<file path="src/rtl/arpas_pkg.sv">
// Shared ARPAS receive-path types and default sizing constants.
package arpas_pkg;

   typedef enum logic [1:0] {
      IDLE    = 2'd0,
      ARMED   = 2'd1,
      MEASURE = 2'd2,
      DONE    = 2'd3
   } state_e;

   localparam int ARPAS_CNT_W    = 16;
   localparam int ARPAS_WINDOW   = 1000;
   localparam int ARPAS_MAX_WAIT = 50000;

endpackage

</file>
<file path="src/rtl/arpas_sync_edge.sv">
// Two-flop synchronizer for an asynchronous comparator input, plus a
// rising-edge detector on the synchronized level.
module arpas_sync_edge (
   input  logic clk,
   input  logic rst_n,
   input  logic d,
   output logic rise
);

   logic s1_q, s2_q, s3_q;
   logic s1_d, s2_d, s3_d;

   // Shift chain: s1/s2 resolve metastability, s3 remembers the previous level.
   always_comb begin
      s1_d = d;
      s2_d = s1_q;
      s3_d = s2_q;
   end

   // Chain registers, cleared by synchronous reset.
   always_ff @(posedge clk) begin
      if (!rst_n) begin
         s1_q <= 1'b0;
         s2_q <= 1'b0;
         s3_q <= 1'b0;
      end else begin
         s1_q <= s1_d;
         s2_q <= s2_d;
         s3_q <= s3_d;
      end
   end

   assign rise = s2_q & ~s3_q;

endmodule

</file>
<file path="src/rtl/arpas_tdoa.sv">
// Inter-channel time-difference-of-arrival measurement for the ARPAS
// receive path. Result handshake: valid rises with delta/side/ovf stable and
// stays high until a cycle with ack=1 is sampled; valid drops on the next
// cycle. ack while valid=0 is ignored. Result fields hold after ack.
module arpas_tdoa
   import arpas_pkg::*;
#(
   parameter int CNT_W    = ARPAS_CNT_W,
   parameter int WINDOW   = ARPAS_WINDOW,
   parameter int MAX_WAIT = ARPAS_MAX_WAIT
) (
   input  logic             clk,
   input  logic             rst_n,
   input  logic             left,
   input  logic             right,
   input  logic             first,
   input  logic             start,
   input  logic             ack,
   output logic             busy,
   output logic             valid,
   output logic [CNT_W-1:0] delta,
   output logic             side,
   output logic             ovf,
   output logic             timeout
);

   localparam logic [CNT_W-1:0] WIN_C     = CNT_W'(WINDOW);
   localparam logic [CNT_W-1:0] WAIT_LAST = CNT_W'(MAX_WAIT - 1);
   localparam logic [CNT_W-1:0] ONE_C     = CNT_W'(1);

   logic l_rise, r_rise;
   logic first_s1_q, first_s2_q;

   state_e           state_q, state_d;
   logic [CNT_W-1:0] wait_q, wait_d;
   logic [CNT_W-1:0] dly_q, dly_d;
   logic [CNT_W-1:0] delta_q, delta_d;
   logic             lead_q, lead_d;
   logic             side_q, side_d;
   logic             ovf_q, ovf_d;
   logic             valid_q, valid_d;
   logic             timeout_q, timeout_d;

   arpas_sync_edge u_left  (.clk(clk), .rst_n(rst_n), .d(left),  .rise(l_rise));
   arpas_sync_edge u_right (.clk(clk), .rst_n(rst_n), .d(right), .rise(r_rise));

   // The order flag only needs a level synchronizer; it is a tie-break input.
   always_ff @(posedge clk) begin
      if (!rst_n) begin
         first_s1_q <= 1'b0;
         first_s2_q <= 1'b0;
      end else begin
         first_s1_q <= first;
         first_s2_q <= first_s1_q;
      end
   end

   // Next-state and result logic; lead_q tracks the first channel internally
   // so the published side only changes when a new result is produced.
   always_comb begin
      state_d   = state_q;
      wait_d    = wait_q;
      dly_d     = dly_q;
      delta_d   = delta_q;
      lead_d    = lead_q;
      side_d    = side_q;
      ovf_d     = ovf_q;
      valid_d   = valid_q;
      timeout_d = 1'b0;
      unique case (state_q)
         IDLE: begin
            if (start) begin
               state_d = ARMED;
               wait_d  = '0;
            end
         end
         ARMED: begin
            wait_d = (wait_q == '1) ? wait_q : wait_q + ONE_C;
            if (l_rise && r_rise) begin
               state_d = DONE;
               delta_d = '0;
               side_d  = first_s2_q;
               ovf_d   = 1'b0;
               valid_d = 1'b1;
            end else if (l_rise || r_rise) begin
               state_d = MEASURE;
               lead_d  = l_rise;
               dly_d   = ONE_C;
            end else if (wait_q == WAIT_LAST) begin
               state_d   = IDLE;
               timeout_d = 1'b1;
            end
         end
         MEASURE: begin
            dly_d = (dly_q == '1) ? dly_q : dly_q + ONE_C;
            if (dly_q == WIN_C) begin
               state_d = DONE;
               delta_d = WIN_C;
               side_d  = lead_q;
               ovf_d   = 1'b1;
               valid_d = 1'b1;
            end else if (lead_q ? r_rise : l_rise) begin
               state_d = DONE;
               delta_d = dly_q;
               side_d  = lead_q;
               ovf_d   = 1'b0;
               valid_d = 1'b1;
            end
         end
         DONE: begin
            if (ack && valid_q) begin
               state_d = IDLE;
               valid_d = 1'b0;
            end
         end
         default: state_d = IDLE;
      endcase
   end

   // State and result registers with synchronous active-low reset.
   always_ff @(posedge clk) begin
      if (!rst_n) begin
         state_q   <= IDLE;
         wait_q    <= '0;
         dly_q     <= '0;
         delta_q   <= '0;
         lead_q    <= 1'b0;
         side_q    <= 1'b0;
         ovf_q     <= 1'b0;
         valid_q   <= 1'b0;
         timeout_q <= 1'b0;
      end else begin
         state_q   <= state_d;
         wait_q    <= wait_d;
         dly_q     <= dly_d;
         delta_q   <= delta_d;
         lead_q    <= lead_d;
         side_q    <= side_d;
         ovf_q     <= ovf_d;
         valid_q   <= valid_d;
         timeout_q <= timeout_d;
      end
   end

   assign busy    = (state_q != IDLE);
   assign valid   = valid_q;
   assign delta   = delta_q;
   assign side    = side_q;
   assign ovf     = ovf_q;
   assign timeout = timeout_q;

endmodule

</file>
<file path="config.mk">
export PLATFORM = sky130hd
export DESIGN_NAME = arpas_tdoa
export DESIGN_NICKNAME = d
export VERILOG_FILES = /design/src/rtl/arpas_pkg.sv /design/src/rtl/arpas_sync_edge.sv /design/src/rtl/arpas_tdoa.sv
export SDC_FILE = /design/constraint.sdc
export NUM_CORES = 1
export LEC_CHECK = 0
export CAP_MARGIN = 25
export CORE_MARGIN = 2
export CORE_UTILIZATION = 50
export DETAILED_ROUTE_END_ITERATION = 8
export PLACE_DENSITY = 0.71
export SLEW_MARGIN = 20
export SYNTH_ARGS = -nofsm -noshare
export SYNTH_HDL_FRONTEND = slang
export SYNTH_SLANG_ARGS = --single-unit
</file>
<file path="constraint.sdc">
create_clock -name clk -period 3.85 [get_ports clk]
set_clock_uncertainty 0.2 [all_clocks]
set_input_delay 0.77 -clock clk [delete_from_list [all_inputs] [get_ports clk]]
set_output_delay 0.77 -clock clk [all_outputs]
set_load 0.05 [all_outputs]
</file>
==> results.tsv, run 1 <==
stage	metric	value	unit
route	Post-route DRC	0	
yosys	post-synthesis register bit count	63	
yosys	Unique masters post-synth	60	
timing	Slew HR	32.39	%
timing	max-slew violations	0	
clock_network	TritonCTS clock tree	built	
flow_run	maxcap violations	0	
global_routing	GRT Residual Overflow	0	
timing	final worst slack	0.9425	ns
global_routing	largest net degree at the start of global routing	27	
timing	Fin. Hold Viols	0	
place	Post-DP HPWL	5.730	mm
route	routed vias	3097	
timing	post-layout min period	2.907	ns
place	Port Buffer Count	27	
die	Initial Util	51.17	%
min_path	hold crit path type	register to register	
critical_path	CP Capture Type	output port	
cells_and_area	Core Util, Final	59.95	%
yosys	ys async rst share	0	%
timing	worst hold margin	0.2352	ns
place	Setup WS pre-CTS	1.109	ns
power_and_ir_drop	leakage power	1.273	nW
critical_path	Startpoint Class	register	
power_and_ir_drop	Peak VDD IR	0.0003931	V
cells_and_area	nets@finish	421	
critical_path	WP data required	2.88	ns
timing	setup TNS	0	ns
timing	Final setup viols	0	
critical_path	CP max stage delay	0.79	ns
clock_network	CTS Buffer Depth	2	
clock_network	CTS Sinks	63	
clock_network	H-Tree Depth	3	
yosys	Synth Instances	384	
cells_and_area	Area Overhead vs Synth	17.16	%
clock_network	clock-pin transition on the worst setup and hold timing paths	0.08	ns
route	Avg WL per Cell	16.66	um
die	die area	7120	um^2
critical_path	R2R Path Start	u_left.s3_q	
critical_path	Reg2Reg Setup Slack	1.09	ns
route	Via density	6.320	
global_routing	initial antenna violation count	0	
clock_network	cts hold-fix bufs	0	
yosys	Most used DFF post-synth	dfxtp_1	
yosys	synthesized area	3231	um^2
power_and_ir_drop	total power	1.494	mW
die	I/O pin count	28	
cells_and_area	layout cells sized above 1	8.717	%
power_and_ir_drop	Gate power share	10.9	%
yosys	number of synthesized flops with an enable pin	0	
global_routing	vias in the first global route	2893	
power_and_ir_drop	clock share of power	43.4	%
yosys	Mean Syn Cell Area	8.413	um^2
die	Die W	84.38	um
critical_path	Worst R2R Path Depth	7	
critical_path	Arrival @ worst endpoint	1.94	ns
clock_network	post-cts sizing count	0	
critical_path	Setup crit end	busy	
clock_network	Root Buffer	clkbuf_8	
clock_network	Clk Latency, worst-skew pair	0.35	ns
critical_path	crit path from	state_q[0]	
route	routed wire length	8.161	mm
die	Die Span Y	84.38	um
yosys	Area contributors post-synth	dfxtp_1 39%, nand2_1 5.7%, a21oi_1 3.7%	
timing	RSZ-0062 raised after global routing	false	
critical_path	crit path kind	register to output port	
clock_network	TritonCTS Buffers	9	
yosys	area share of the largest cell type after synthesis	39.04	%
global_routing	first-pass GRT wire length	13.92	mm
route	initial drt markers	279	
cells_and_area	design area	3785	um^2
timing	period utilisation layout	75.52	%
power_and_ir_drop	sequential group share of total power	45.8	%
critical_path	crit-path max FO	16	
place	Inst Count DP	474	
timing	Worst-Margin Slew	1.014	ns
cells_and_area	fin cells	490	
yosys	post-synthesis sequential area ratio	39.04	%
yosys	commonest cells in the netlist	63 x dfxtp_1, 49 x nand2_1, 24 x a21oi_1	
global_routing	aggregate global-route resource usage	24.12	%
die	Placeable Area	6314	um^2
power_and_ir_drop	PD cells	394.8	nW/um^2
yosys	most frequent cell after synthesis	dfxtp_1	
timing	fmax	343.9	MHz
cells_and_area	Ant. Diodes	0	
critical_path	critical path's slowest cell	clkdlybuf4s50_1	
place	placed cell areas	3563	um^2
route	antenna-violating nets left	0	
power_and_ir_drop	Sw Share	27.14	%
yosys	area leader, netlist	dfxtp_1	
die	Rows	29	
yosys	Post-Syn Nets	397	
route	first-pass iteration count of the detailed router	5	
yosys	Yosys warnings	0	
power_and_ir_drop	internal power	1.089	mW
critical_path	Worst R2R End	dly_q[11]	
place	Final Wtd Congestion	0.8929	
power_and_ir_drop	NetSw	0.4056	mW
status	status	completed	
clock_network	Post-CTS Setup Inserts	0	
critical_path	Cell Chain, Critical Path	or2_2, clkdlybuf4s50_1	
## critical path, delay by kind of cell, from the launching register on
family        cells  cell delay (ns)
flops             1             0.61
buf+inv           1             0.79
simple gates      1             0.19
## how the worst min path moves through the flow
stage | end | cells past startpoint | start
finish | first_s2_q | 1 | first_s1_q
floorplan | first_s2_q | 1 | first_s1_q
CTS | first_s2_q | 1 | first_s1_q
global route | first_s2_q | 1 | first_s1_q
detailed placement | first_s2_q | 1 | first_s1_q
global placement | first_s2_q | 1 | first_s1_q
## power groups by stage
stage	clock (mW)	combinational [mW]	sequential, mW
final	0.648	0.162	0.684
after CTS	0.653	0.161	0.684
after detailed placement	0	0.160	0.699
after floorplan	0	0.102	0.709
after global routing	0.684	0.176	0.686
after global placement	0	0.159	0.698
## layout make-up
class | count | area, um^2
clock buffers | 9 | 123.9
clock inverters | 7 | 97.59
fillers | 565 | 2529
inverters | 10 | 37.54
multi-input cells | 292 | 1861
flip-flops and latches | 63 | 1261
well taps | 77 | 96.34
repair buffers | 32 | 307.8
## placed cells by master, fill, tap and decap left out, types with 7 or more instances in the layout
cell type	instances
a21oi_1	24
a31oi_1	17
and2_1	11
and3_1	9
clkbuf_8	9
clkdlybuf4s50_1	27
dfxtp_1	63
inv_1	10
mux2i_1	10
nand2_1	49
nand3_1	23
nand4_1	16
nor2_1	13
o21ai_0	9
o221a_2	8
or3_1	8
or4_1	7
## per-layer routing
layer  track usage, %  share of wire, %
met2            38.82                47
met1            31.58                45
met3            4.621               6.1
met4            10.68               2.3
met5                0                 0
## kinds of logic after synthesis
group,after synthesis,share of synthesized area [%]
adder cells (fa/ha/maj),6,2.324
multiplexers,11,3.447
flip-flops,63,39.04
AND/OR/NAND/NOR,172,29.01
buffers and inverters,29,3.369
AO/OA/AOI/OAI,103,22.81
## sequential cells by signal, indices dropped and copies added, names as in the netlist, named ones only
signal / count
delta: 16
dly_q: 16
wait_q: 16
first_s1_q: 1
first_s2_q: 1
lead_q: 1
ovf: 1
side: 1
state_q: 1
timeout: 1
u_left.s1_q: 1
u_left.s2_q: 1
u_left.s3_q: 1
u_right.s1_q: 1
u_right.s2_q: 1
u_right.s3_q: 1
valid: 1
Power figures use the tool's default switching activity.
==> inputs of run 2 (changes only) <==
==> constraint.sdc (replaced) <==
create_clock -name clk -period 2.98 [get_ports clk]
set_clock_uncertainty 0.2 [all_clocks]
set_input_delay 0.596 -clock clk [delete_from_list [all_inputs] [get_ports clk]]
set_output_delay 0.596 -clock clk [all_outputs]
set_load 0.05 [all_outputs]
==> results.tsv, run 2 (synthesis gave the netlist of run 1 again) <==
stage	metric	value	unit	change
critical_path	crit path kind	register to register		
clock_network	CTS Buffer Depth	2		unchanged
cells_and_area	Ant. Diodes	0		unchanged
place	Inst Count DP	485		+2.3%
min_path	Hold Startpoint	u_left.s1_q		
timing	period utilisation layout	93.81	%	
critical_path	crit-path max FO	8		-8
global_routing	largest net degree at the start of global routing	24		-11%
route	Avg WL per Cell	16.76	um	+0.61%
cells_and_area	commonest cells after routing, fill and taps aside	63 x dfxtp_1, 49 x nand2_1, 27 x clkdlybuf4s50_1		
timing	Slew HR	59.92	%	+28 points
die	I/O pin count	28		unchanged
die	Placeable Area	6314	um^2	unchanged
timing	RSZ-0062 raised after global routing	false		
die	Die Span Y	84.38	um	unchanged
cells_and_area	Register Area	1261	um^2	unchanged
power_and_ir_drop	PD cells	502.9	nW/um^2	+27%
clock_network	TritonCTS Buffers	9		unchanged
timing	max-slew violations	0		unchanged
flow_run	maxcap violations	0		unchanged
place	Port Buffer Count	27		unchanged
route	initial drt markers	258		-7.5%
critical_path	R2R Path Start	u_left.s3_q		
cells_and_area	design area	3870	um^2	+2.2%
timing	Worst-Margin Slew	0.6012	ns	-0.4129 ns
clock_network	cts hold-fix bufs	0		unchanged
route	routed vias	3170		+2.4%
critical_path	Worst R2R Path Depth	7		unchanged
critical_path	Startpoint Class	register		
clock_network	post-cts sizing count	0		unchanged
cells_and_area	fin cells	501		+2.2%
route	antenna-violating nets left	0		unchanged
power_and_ir_drop	leakage power	1.337	nW	+5.0%
min_path	Hold Crit Depth	1		unchanged
power_and_ir_drop	Peak VDD IR	0.0004604	V	+17%
cells_and_area	nets@finish	432		+2.6%
status	status	completed		
die	Rows	29		unchanged
timing	worst hold margin	0.2357	ns	+0.0005820 ns
cells_and_area	Core Util, Final	61.30	%	+1.3 points
clock_network	clock-pin transition on the worst setup and hold timing paths	0.06	ns	-0.02 ns
global_routing	first-pass GRT wire length	14.11	mm	+1.4%
clock_network	H-Tree Depth	3		unchanged
critical_path	Reg2Reg Setup Slack	0.18	ns	-0.91 ns
power_and_ir_drop	total power	1.946	mW	+30%
timing	post-layout min period	2.796	ns	
timing	Fin. Hold Viols	0		unchanged
place	Setup WS pre-CTS	0.2045	ns	-0.9044 ns
global_routing	vias in the first global route	2893		unchanged
critical_path	CP Capture Type	register		
die	die area	7120	um^2	unchanged
global_routing	initial antenna violation count	0		unchanged
clock_network	Clk Latency, worst-skew pair	0.34	ns	about the same
cells_and_area	Multi-input gate area	1861	um^2	unchanged
place	placed cell areas	3646	um^2	+2.3%
min_path	hold crit path type	register to register		
clock_network	Post-CTS Setup Inserts	0		unchanged
critical_path	WP data required	3.05	ns	+0.17 ns
critical_path	Arrival @ worst endpoint	2.86	ns	+0.92 ns
global_routing	GRT Residual Overflow	0		unchanged
critical_path	Worst R2R End	dly_q[11]		
timing	final worst slack	0.1844	ns	-0.7581 ns
timing	fmax	357.7	MHz	
cells_and_area	Area Overhead vs Synth	19.79	%	
die	Die W	84.38	um	unchanged
clock_network	Root Buffer	clkbuf_8		
min_path	hold endpoint	u_left.s2_q		
global_routing	aggregate global-route resource usage	24.56	%	+0.45 points
route	first-pass iteration count of the detailed router	7		+2
route	routed wire length	8.395	mm	+2.9%
route	Via density	6.327		+0.11%
route	Post-route DRC	0		unchanged
die	Initial Util	51.17	%	unchanged
clock_network	CTS Sinks	63		unchanged
place	Post-DP HPWL	5.999	mm	+4.7%
clock_network	TritonCTS clock tree	built		
timing	Final setup viols	0		unchanged
cells_and_area	layout cells sized above 1	10.61	%	+1.9 points
timing	setup TNS	0	ns	unchanged
place	Final Wtd Congestion	0.8574		-4.0%
cells_and_area	most common cell after layout, fill and taps aside	dfxtp_1		
cells_and_area	# fillers	566		+0.18%
-- run 2: cell count changes in the layout (fill, tap and decap cells not counted), sizes merged --
cell	change
buf	+11
clkinv	-2
clkbuf	+4
clkinvlp	-2
-- run 2: report_power, final --
group	total [mW]	internal (mW)	switching, mW
registers	0.881	0.860	0.0205
logic	0.225	0.0838	0.141
clock network	0.840	0.516	0.324
total	1.95	1.46	0.486
-- run 2: layer usage --
layer  vias to the layer above  track usage [%]  share of wire (%)
met5                         -                0                  0
met4                         0            9.235                1.9
met3                        17            6.096                4.6
met2                       104            42.21                 50
met1                      1505            29.73                 44
li1                       1544                -                  -
-- run 2: critical path, cell delays in order (launching register included) --
cell	delay, ns
dfxtp_1	0.32
nand2b_1	0.15
inv_1	0.07
ha_1	0.25
or4b_4	0.52
a2111o_1	0.49
or4_1	0.55
a21oi_1	0.16
-- run 2: how the worst max path moves through the flow --
| stage | start | to | slack (ns) | cells past startpoint |
|---|---|---|---|---|
| floorplan | u_left.s3_q | dly_q[11] | 0.40 | 7 |
| global placement | u_left.s3_q | dly_q[11] | 0.32 | 7 |
| detailed placement | u_left.s3_q | dly_q[11] | 0.20 | 7 |
| CTS | u_left.s3_q | dly_q[11] | 0.19 | 7 |
| global route | u_left.s3_q | dly_q[11] | 0.08 | 7 |
| finish | u_left.s3_q | dly_q[11] | 0.18 | 7 |
-- run 2: layout make-up --
class | instances | share of cell area, %
Tap cell | 77 | 2.489
Timing Repair Buffer | 43 | 10.09
Clock inverter | 3 | 1.681
Inverter | 10 | 0.9699
Multi-Input combinational cell | 292 | 48.08
Sequential cell | 63 | 32.59
Clock buffer | 13 | 4.106
==> inputs of run 3 (changes only) <==
--- a/config.mk
+++ b/config.mk
@@ -9,6 +9,7 @@
 export CORE_MARGIN = 2
 export CORE_UTILIZATION = 50
 export DETAILED_ROUTE_END_ITERATION = 8
+export HOLD_SLACK_MARGIN = 0.02
 export PLACE_DENSITY = 0.71
 export SLEW_MARGIN = 20
 export SYNTH_ARGS = -nofsm -noshare
==> results of run 3 <==
The final DEF is identical to that of run 2; final timing and power are the same.
